<file path="src/rtl/interleaver.sv">
// Two-permutation block interleaver with ping-pong bit banks and a serial reader.
// Define INTERLEAVER_SECOND_PERM_EN to enable the second (bit-significance) permutation.
module interleaver #(
  parameter int N_CBPS = 192,
  parameter int N_BPSC = 4
) (
  input  logic Clock,
  input  logic Reset,
  input  logic Input,
  input  logic InValid,
  output logic Output,
  output logic OutValid,
  output logic BlockStart
);

  localparam int STEP = N_CBPS / 16;
  localparam int AW   = $clog2(N_CBPS);
  localparam int DW   = (STEP > 1) ? $clog2(STEP) : 1;
  localparam logic [AW-1:0] LAST_POS  = AW'(N_CBPS - 1);
  localparam logic [DW-1:0] LAST_KDIV = DW'(STEP - 1);

`ifdef INTERLEAVER_SECOND_PERM_EN
  localparam int S  = (N_BPSC / 2 > 1) ? N_BPSC / 2 : 1;
  localparam int MW = 4;
  localparam logic [MW-1:0] ONE_MOD    = MW'(1 % S);
  localparam logic [MW-1:0] STEP_MOD   = MW'(STEP % S);
  localparam logic [MW-1:0] STEPM1_MOD = MW'((STEP - 1) % S);
  localparam logic [MW-1:0] NCBPS_MOD  = MW'(N_CBPS % S);

  // Adds two residues already below S and folds the result back below S.
  function automatic logic [MW-1:0] mod_add(input logic [MW-1:0] a, input logic [MW-1:0] b);
    logic [MW:0] sum;
    sum = {1'b0, a} + {1'b0, b};
    if (sum >= (MW+1)'(S)) sum = sum - (MW+1)'(S);
    return sum[MW-1:0];
  endfunction
`endif

  typedef enum logic {S_IDLE, S_READ} state_t;

  // Writer state: k mod 16, floor(k/16) and the first-permutation index i.
  logic [3:0]    kmod_q, kmod_d;
  logic [DW-1:0] kdiv_q, kdiv_d;
  logic [AW-1:0] i_q, i_d;
  logic          wbank_q, wbank_d;
  logic [AW-1:0] waddr;
  logic          blk_done;

`ifdef INTERLEAVER_SECOND_PERM_EN
  // Residues kept incrementally: i mod s, floor(k/16) mod s,
  // (floor(k/16) + N_CBPS) mod s and (i + N_CBPS - k mod 16) mod s.
  logic [MW-1:0] imod_q, imod_d;
  logic [MW-1:0] dmod_q, dmod_d;
  logic [MW-1:0] cmod_q, cmod_d;
  logic [MW-1:0] t_q, t_d;
`endif

  logic [N_CBPS-1:0] bank0_q, bank1_q;

  state_t        state_q;
  logic          rbank_q;
  logic [AW-1:0] raddr_q;
  logic          pending_q;
  logic          out_q, ovld_q, bstart_q;
  logic          rd_bit;

  assign blk_done = InValid && (kmod_q == 4'd15) && (kdiv_q == LAST_KDIV);

`ifdef INTERLEAVER_SECOND_PERM_EN
  // floor(16*i/N_CBPS) is exactly k mod 16, which the t residue already folds in.
  assign waddr = i_q - AW'(imod_q) + AW'(t_q);
`else
  assign waddr = i_q;
`endif

  always_comb begin
    kmod_d  = kmod_q;
    kdiv_d  = kdiv_q;
    i_d     = i_q;
    wbank_d = wbank_q;
`ifdef INTERLEAVER_SECOND_PERM_EN
    imod_d  = imod_q;
    dmod_d  = dmod_q;
    cmod_d  = cmod_q;
    t_d     = t_q;
`endif
    if (InValid) begin
      if (blk_done) begin
        kmod_d  = '0;
        kdiv_d  = '0;
        i_d     = '0;
        wbank_d = ~wbank_q;
`ifdef INTERLEAVER_SECOND_PERM_EN
        imod_d  = '0;
        dmod_d  = '0;
        cmod_d  = NCBPS_MOD;
        t_d     = NCBPS_MOD;
`endif
      end else if (kmod_q == 4'd15) begin
        kmod_d = '0;
        kdiv_d = kdiv_q + 1'b1;
        i_d    = AW'(kdiv_q) + 1'b1;
`ifdef INTERLEAVER_SECOND_PERM_EN
        dmod_d = mod_add(dmod_q, ONE_MOD);
        cmod_d = mod_add(cmod_q, ONE_MOD);
        imod_d = dmod_d;
        t_d    = cmod_d;
`endif
      end else begin
        kmod_d = kmod_q + 1'b1;
        i_d    = i_q + AW'(STEP);
`ifdef INTERLEAVER_SECOND_PERM_EN
        imod_d = mod_add(imod_q, STEP_MOD);
        t_d    = mod_add(t_q, STEPM1_MOD);
`endif
      end
    end
  end

  always_ff @(posedge Clock or negedge Reset) begin
    if (!Reset) begin
      kmod_q  <= '0;
      kdiv_q  <= '0;
      i_q     <= '0;
      wbank_q <= 1'b0;
`ifdef INTERLEAVER_SECOND_PERM_EN
      imod_q  <= '0;
      dmod_q  <= '0;
      cmod_q  <= NCBPS_MOD;
      t_q     <= NCBPS_MOD;
`endif
    end else begin
      kmod_q  <= kmod_d;
      kdiv_q  <= kdiv_d;
      i_q     <= i_d;
      wbank_q <= wbank_d;
`ifdef INTERLEAVER_SECOND_PERM_EN
      imod_q  <= imod_d;
      dmod_q  <= dmod_d;
      cmod_q  <= cmod_d;
      t_q     <= t_d;
`endif
    end
  end

  // Bank contents are plain data and survive reset.
  always_ff @(posedge Clock) begin
    if (InValid) begin
      if (wbank_q) bank1_q[waddr] <= Input;
      else         bank0_q[waddr] <= Input;
    end
  end

  assign rd_bit = rbank_q ? bank1_q[raddr_q] : bank0_q[raddr_q];

  // Reader: a completing block arms READ on the capture edge, so position 0
  // appears right after the next edge; a block completing on the final read
  // edge continues without a gap.
  always_ff @(posedge Clock or negedge Reset) begin
    if (!Reset) begin
      state_q   <= S_IDLE;
      rbank_q   <= 1'b0;
      raddr_q   <= '0;
      pending_q <= 1'b0;
      out_q     <= 1'b0;
      ovld_q    <= 1'b0;
      bstart_q  <= 1'b0;
    end else begin
      case (state_q)
        S_IDLE: begin
          out_q    <= 1'b0;
          ovld_q   <= 1'b0;
          bstart_q <= 1'b0;
          raddr_q  <= '0;
          if (blk_done) begin
            state_q <= S_READ;
            rbank_q <= wbank_q;
          end
        end
        S_READ: begin
          out_q    <= rd_bit;
          ovld_q   <= 1'b1;
          bstart_q <= (raddr_q == '0);
          if (raddr_q == LAST_POS) begin
            raddr_q <= '0;
            if (pending_q) begin
              rbank_q   <= ~rbank_q;
              pending_q <= 1'b0;
            end else if (blk_done) begin
              rbank_q <= wbank_q;
            end else begin
              state_q <= S_IDLE;
            end
          end else begin
            raddr_q <= raddr_q + 1'b1;
            if (blk_done) pending_q <= 1'b1;
          end
        end
        default: state_q <= S_IDLE;
      endcase
    end
  end

  assign Output     = out_q;
  assign OutValid   = ovld_q;
  assign BlockStart = bstart_q;

endmodule

</file>
<file path="config.mk">
export PLATFORM = sky130hd
export DESIGN_NAME = interleaver
export DESIGN_NICKNAME = d
export VERILOG_FILES = /design/src/rtl/interleaver.sv
export SDC_FILE = /design/constraint.sdc
export NUM_CORES = 1
export LEC_CHECK = 0
export ABC_AREA = 1
export ABC_CLOCK_PERIOD_IN_PS = 4200
export CAP_MARGIN = 0
export CORE_ASPECT_RATIO = 1.25
export CORE_MARGIN = 4
export CORE_UTILIZATION = 35
export DETAILED_ROUTE_END_ITERATION = 7
export SYNTH_ARGS = -nofsm -noshare
export SYNTH_HDL_FRONTEND = slang
export SYNTH_SLANG_ARGS = --single-unit
</file>
<file path="constraint.sdc">
create_clock -name Clock -period 4.2 [get_ports Clock]
set_clock_uncertainty 0.1 [all_clocks]
set_input_delay 0.63 -clock Clock [delete_from_list [all_inputs] [get_ports Clock]]
set_output_delay 0.63 -clock Clock [all_outputs]
set_load 0.02 [all_outputs]
</file>
==> summary.md, run 1 <==
| Metric | Value |
|---|---|
| Run status | `finished, final reports clean` |
| Data arrival time of the worst path | `3200 ps` |
| Area of the mapped netlist | `19700 sq um` |
| Share of Yosys cell area claimed by the top area cell type | `0.585` |
| Synth-to-Final Area Change | `10.1%` |
| Number of enable-type register cells in the synthesized netlist | `384` |
| Worst-Margin Slew | `1270 ps` |
| Detailed-route DRC error count | `0` |
| Die Wd | `about 220 um` |
| Routed length per placed instance | `19.0 um` |
| Part of the cycle the worst path needs | `0.685` |
| Detail-routed via count per cell | `5.37` |
| Post-CTS setup buffer count | `0` |
| Cells taking the most area after synthesis | `edfxtp_1, nor3_1, nand2_1` |
| Nature of the critical path startpoint | `register` |
| Met3 routed WL | `about 2700 um` |
| Count of input and output buffers | `6` |
| Unrepaired setup endpoints after global routing | `no` |
| Count of cell types in the netlist | `33` |
| Worst-case setup margin in the final layout | `between 1000 and 1500 ps` |
| GRT Util Overall | `0.171` |
| Clock Root Buffer | `clkbuf_16` |
| Worst setup path category | `reg -> reg` |
| Clock sink total | `415` |
| Die area | `about 60000 sq um` |
| Slew margin rel. | `0.154` |
| Post-route antenna net violation count | `0` |
| Post-CTS clock slew at the launch and capture registers of the worst setup and hold paths | `~60 ps` |
| Highest attainable clock frequency | `approximately 350 MHz` |
| Final setup violation count | `0` |
| GPL Wtd Cong | `0.866` |
| Switch share | `0.274` |
| Number of rows created at floorplan | `96` |
| Cell with the most instances after synthesis | `nand2_1` |
| Combinational cell fraction of total power | `0.128` |
| Mapped Avg Cell Area | `slightly below 10 sq um` |
| Most used DFF post-synth | `edfxtp_1` |
| Cell taking the most area after synthesis | `edfxtp_1` |
| Synthesized net count | `2061` |
| Layout cells sized above 1 | `0.0625` |
| Net load switching power | `2.66 mW` |
| Post-CTS Hold Fix Bufs | `0` |
| Cts bufs inserted | `41` |
| Clock tree from TritonCTS | `built` |
| H-Tree Level Count | `2` |
| Initial core utilization | `0.356` |
| First-pass GRT wire length | `about 81000 um` |
| Utilization after layout | `0.392` |
| WL final | `approximately 52000 um` |
| DPL Wire Length | `27300 um` |
| Final Hold Fails | `0` |
| Clk_lat worst skew | `540 ps` |
| Die height | `273 um` |
| Most frequent cells after synthesis | `nand2_1, nor3_1, edfxtp_1, nand3_1, nor2_1` |
| Setup tns final | `0 ps` |
| Post-route met1 wirelength | `roughly 21000 um` |
| Category of the worst setup path capture point | `register` |
| Highest metal layer used by the detailed router | `met4` |
| Final hold slack | `between 300 and 400 ps` |
| PD cells | `449 nW/um^2` |
| Cell Int Power | `approximately 7 mW` |
| Final critical-path required period | `2880 ps` |
| Final Instance Count excl. Fillers | `2718` |
| Clock buffer depth | `3` |
| Number of placed cells counting well taps | `2643` |
| Path category of the worst min-delay check | `reg -> reg` |
| Fraction of power consumed by sequential logic | `0.482` |
| Gate Count Post-Synth | `2048` |
| Pin count of the biggest net entering global routing | `200` |
| Total number of yosys warnings | `0` |
| Antenna violations before repair | `0` |
| Amount of wire on met2 after detailed routing | `26000 um` |
| Number of register bits inferred by synthesis | `415` |
| Number of gates resized after cts | `0` |
| FILL cells | `5337` |
| Part of the power in the clock network | `0.390` |
| Data required time of the worst path | `4520 ps` |
| IO Count | `7` |
| Setup WS pre-CTS | `1000 ps` |
| Number of DRC violations after detailed-routing iteration 0 | `1181` |
| Leakage Power | `7.43 nW` |
| Sequential-to-total area share from yosys stat | `0.625` |
| Total via count after detailed routing | `14600` |
| Max-cap viol count | `0` |
| Max rail drop VDD | `0.000424 V` |
| Pre-antenna DRT Iters | `5` |
| Asr flop ratio synth | `0.0747` |
| Number of global-route vias before repair | `approximately 14000` |
| Standard cell core area | `between 50000 and 60000 sq um` |
| Critical path peak fanout | `199` |
| Net count reported at finish | `just under 2000` |
| Final slew viol count | `0` |
| Remaining global-route overflow | `0` |
| Antenna Diode Count | `0` |
-- flip-flops by register name, summed over array words and instances, names as in the netlist --
signal,count
bank0_q,192
bank1_q,192
OutValid,1
rbank_q,1
kmod_q,4
i_q,8
raddr_q,8
kdiv_q,4
state_q,1
wbank_q,1
pending_q,1
BlockStart,1
Output,1
-- metal layers --
| metal | vias to the layer above | global-route usage |
|---|---|---|
| met5 | - | 0 |
| met4 | 0 | 0.0592 |
| met3 | 100 | 0.0190 |
| met2 | 445 | 0.296 |
| met1 | 7157 | 0.224 |
| li1 | 6891 | - |
-- power by group through the flow --
stage	Combinational [mW]	Clock (mW)	Sequential, mW
global route	1.36	4.02	4.71
CTS	1.24	3.86	4.69
finish	1.25	3.79	4.69
detailed placement	1.24	0	4.78
global placement	1.22	0	4.77
floorplan	0.745	0	4.76
-- final timing paths --
path | startpoint | to | slack [ps] | cells past startpoint
min in group asynchronous | Reset | BlockStart | 400 | 2
setup reg to reg | raddr_q[0] | rbank_q | 1320 | 8
hold reg to reg | kmod_q[3] | kmod_q[3] | 370 | 1
hold / removal | kmod_q[3] | kmod_q[3] | 370 | 1
max in group asynchronous | Reset | raddr_q[0] | 3260 | 2
setup / recovery | raddr_q[0] | rbank_q | 1320 | 8
-- worst max-delay path, cell delays in order, from the launching register on --
cell and delay [ps]:
dfrtp_4 450, buf_12 700, ha_1 320, nand3_1 160, nor3_1 260, nand2_1 140, nand2_1 280, a21oi_1 120
a31o_2 220
-- kinds of logic (layout without fill, tap and decap cells) --
| logic type | Yosys count | in the layout | share of synthesized area |
|---|---|---|---|
| flip-flops | 415 | 415 | 0.625 |
| buffers and inverters | 295 | 230 | 0.0639 |
| AO/OA/AOI/OAI | 139 | 139 | 0.0391 |
| XOR/XNOR | 6 | 6 | 0.00267 |
| adder cells (fa/ha/maj) | 9 | 9 | 0.00572 |
| AND/OR/NAND/NOR | 1184 | 1184 | 0.264 |
-- cell type report --
class | instances | area [sq um] | area share
tap | 735 | 920 | 0.0424
clock buffer | 61 | 1220 | 0.0564
sequential | 415 | 12300 | 0.568
multi-input combinational | 1338 | 6180 | 0.285
inverter | 107 | 409 | 0.0189
clock inverter | 14 | 168 | 0.00773
timing repair buffer | 48 | 480 | 0.0221
-- placed cells by master (no fill, tap or decap), drive strengths merged, types with 14 or more instances in the layout --
cell	netlist	routed
a21oi	39	39
nand3	183	183
o21ai	65	65
buf	79	43
nor3	398	398
clkbuf	109	61
nor2	128	128
inv	106	107
edfxtp	384	384
o211ai	14	14
dfrtp	31	31
nand2	471	471
-- per-stage QoR --
stage	power [mW]	cell area, sq um
6_report	9.73	21700
5_1_grt	10.1	21700
4_1_cts	9.79	21700
3_5_place_dp	6.02	20300
3_3_place_gp	5.99	20300
2_1_floorplan	5.50	19700
Power figures use the tool's default switching activity.
==> run 2, diff against run 1 <==
- ABC_CLOCK_PERIOD_IN_PS: 4200 -> 2300
- clock period: 4.2 -> 2.3 ns (I/O delays scaled with it)
==> summary.md, run 2 (synthesis results as in run 1) <==
| Metric | Value |
|---|---|
| Max rail drop VDD | `0.000721 V (+70%)` |
| Post-route antenna net violation count | `0 (unchanged)` |
| Post-CTS clock slew at the launch and capture registers of the worst setup and hold paths | `60 ps (about the same)` |
| Clock sink total | `415 (unchanged)` |
| Number of DRC violations after detailed-routing iteration 0 | `1356 (+15%)` |
| Worst setup path category | `reg -> reg` |
| Final slew viol count | `0 (unchanged)` |
| Data arrival time of the worst path | `2640 ps (-560 ps)` |
| Die Wd | `220 um (unchanged)` |
| Most common library cell in the layout ignoring fill and taps | `nand2_1` |
| Part of the cycle the worst path needs | `0.984 (+0.299)` |
| Startpoint of the worst setup timing path | `raddr_q[0]` |
| Post-layout power | `18.4 mW (+89%)` |
| Critical path peak fanout | `6 (-97%)` |
| Category of the worst setup path capture point | `register` |
| Synth-to-Final Area Change | `18.0%` |
| Total via count after detailed routing | `15200 (+3.9%)` |
| Depth of the most critical reg-to-reg path | `16 (+8)` |
| Final Hold Fails | `0 (unchanged)` |
| Clk_lat worst skew | `550 ps (about the same)` |
| WL final | `57400 um (+11%)` |
| Largest registers | `bank0_q x192, bank1_q x192` |
| Number of rows created at floorplan | `96 (unchanged)` |
| Number of global-route vias before repair | `14700 (+3.5%)` |
| H-Tree Level Count | `2 (unchanged)` |
| DP Area | `21000 sq um (+3.3%)` |
| Final setup violation count | `0 (unchanged)` |
| Remaining global-route overflow | `0 (unchanged)` |
| Layout cells sized above 1 | `0.126 (+0.0633)` |
| Data required time of the worst path | `2680 ps (-1840 ps)` |
| Antenna violations before repair | `0 (unchanged)` |
| Net count reported at finish | `2055 (+4.6%)` |
| Path category of the worst min-delay check | `in -> async` |
| FILL cells | `5267 (-1.3%)` |
| Number of placed cells counting well taps | `2705 (+2.3%)` |
| DPL Wire Length | `30600 um (+12%)` |
| Post-CTS Hold Fix Bufs | `0 (unchanged)` |
| Clock Root Buffer | `clkbuf_16` |
| Max-cap viol count | `0 (unchanged)` |
| Slew margin rel. | `0.590 (+0.435)` |
| Final Instance Count excl. Fillers | `2810 (+3.4%)` |
| GRT Util Overall | `0.179 (+0.00730)` |
| Antenna Diode Count | `0 (unchanged)` |
| Nature of the critical path startpoint | `register` |
| IO Count | `7 (unchanged)` |
| Die height | `273 um (unchanged)` |
| Pin count of the biggest net entering global routing | `102 (-49%)` |
| Detailed-route DRC error count | `0 (unchanged)` |
| Reg-to-Reg Start | `raddr_q[0]` |
| Highest attainable clock frequency | `442 MHz (+27%)` |
| PD cells | `790 nW/um^2 (+76%)` |
| First-pass GRT wire length | `84500 um (+4.1%)` |
| GPL Wtd Cong | `0.881 (+1.7%)` |
| Detail-routed via count per cell | `5.40 (+0.54%)` |
| Setup tns final | `0 ps (unchanged)` |
| Design area | `23200 sq um (+7.1%)` |
| Clock tree from TritonCTS | `built` |
| Clock buffer depth | `3 (unchanged)` |
| Unrepaired setup endpoints after global routing | `yes` |
| Worst-Margin Slew | `616 ps (-650 ps)` |
| Initial core utilization | `0.356 (unchanged)` |
| Leakage Power | `8.20 nW (+10%)` |
| Count of input and output buffers | `6 (unchanged)` |
| Die area | `60200 sq um (unchanged)` |
| Pre-antenna DRT Iters | `7 (+2)` |
| Highest-count cells in the layout ignoring fill and taps | `nand2_1, nor3_1, edfxtp_1, nand3_1, nor2_1` |
| Cts bufs inserted | `41 (unchanged)` |
| Standard cell core area | `55400 sq um (unchanged)` |
| Final critical-path required period | `2260 ps (-613 ps)` |
| Run status | `finished, final reports clean` |
| Routed length per placed instance | `20.4 um (+7.5%)` |
==> run 2: cell count changes in the layout (fill, tap and decap cells not counted), moves of 11 or more <==
cell	previous run	this run
buf_6	0	11
buf_12	8	25
nand3_2	6	20
nand3_1	177	163
buf_4	34	73
clkbuf_16	43	55
==> run 2: path summary, 6_finish.rpt <==
check,endpoint,slack (ps)
worst max register to register,Output,40
max in group asynchronous,raddr_q[0],1660
worst min-delay path,kdiv_q[1],100
worst min register to register,kmod_q[3],360
min in group Clock,bank1_q[43],200
worst max-delay path,Output,40
==> run 2: layout make-up <==
class	count	area [sq um]	area share
Clock buffer	52	1130	0.0486
Clock inverter	24	334	0.0144
Inverter	107	433	0.0186
Multi-Input combinational cell	1338	6350	0.273
Sequential cell	415	12300	0.530
Tap cell	735	920	0.0396
Timing Repair Buffer	135	1720	0.0740
Timing Repair inverter	4	45.0	0.00194
==> run 2: per-stage QoR <==
step / util / hold slack, ps / worst slack, ps
floorplan: - / -50.6 / 530
global placement: 0.379 / 349 / -39.7
detailed placement: 0.379 / 356 / -30.4
CTS: 0.405 / 87.3 / 6.84
global route: 0.420 / 135 / -64.1
finish: 0.420 / 98.3 / 36.9
==> run 2: worst max-delay path, stage by stage (launching register included) <==
cell       delay, ps
dfrtp_4          570
buf_12           190
clkinv_16         70
buf_12           120
buf_6             90
nor2_1            30
o211ai_1         240
nand3_1          170
nand2_1          130
nand2_1           60
nand2_1           80
inv_2             40
nand2_1           50
nand2_1           50
nand2_1           60
nor2_1            40
nor2_1            90
==> run 2: power breakdown <==
| part | internal (mW) | leakage (nW) | switching (mW) | total [mW] |
|---|---|---|---|---|
| sequential | 8.41 | 3.81 | 0.151 | 8.56 |
| clock | 4.40 | 0.714 | 2.95 | 7.35 |
| combinational | 0.475 | 3.67 | 1.98 | 2.45 |
==> run 2: layer usage <==
layer | track usage | vias up | share of wire
met5 | 0 | - | 0
met4 | 0.0590 | 0 | 0.034
met3 | 0.0194 | 103 | 0.055
met2 | 0.317 | 514 | 0.51
met1 | 0.227 | 7473 | 0.40
li1 | - | 7078 | -
==> run 2: timing repair <==
action,in CTS,in global routing
buffers inserted,0,10
endpoints found under the setup margin,1,8
gates cloned,0,20
resized for setup,4,96
pin swaps,1,44
==> run 3, diff against run 2 <==
- SLEW_MARGIN: unset -> 30
- TNS_END_PERCENT: unset -> 5
==> results of run 3 <==
Same layout as run 2: the final DEF is identical, and so are final timing and power.
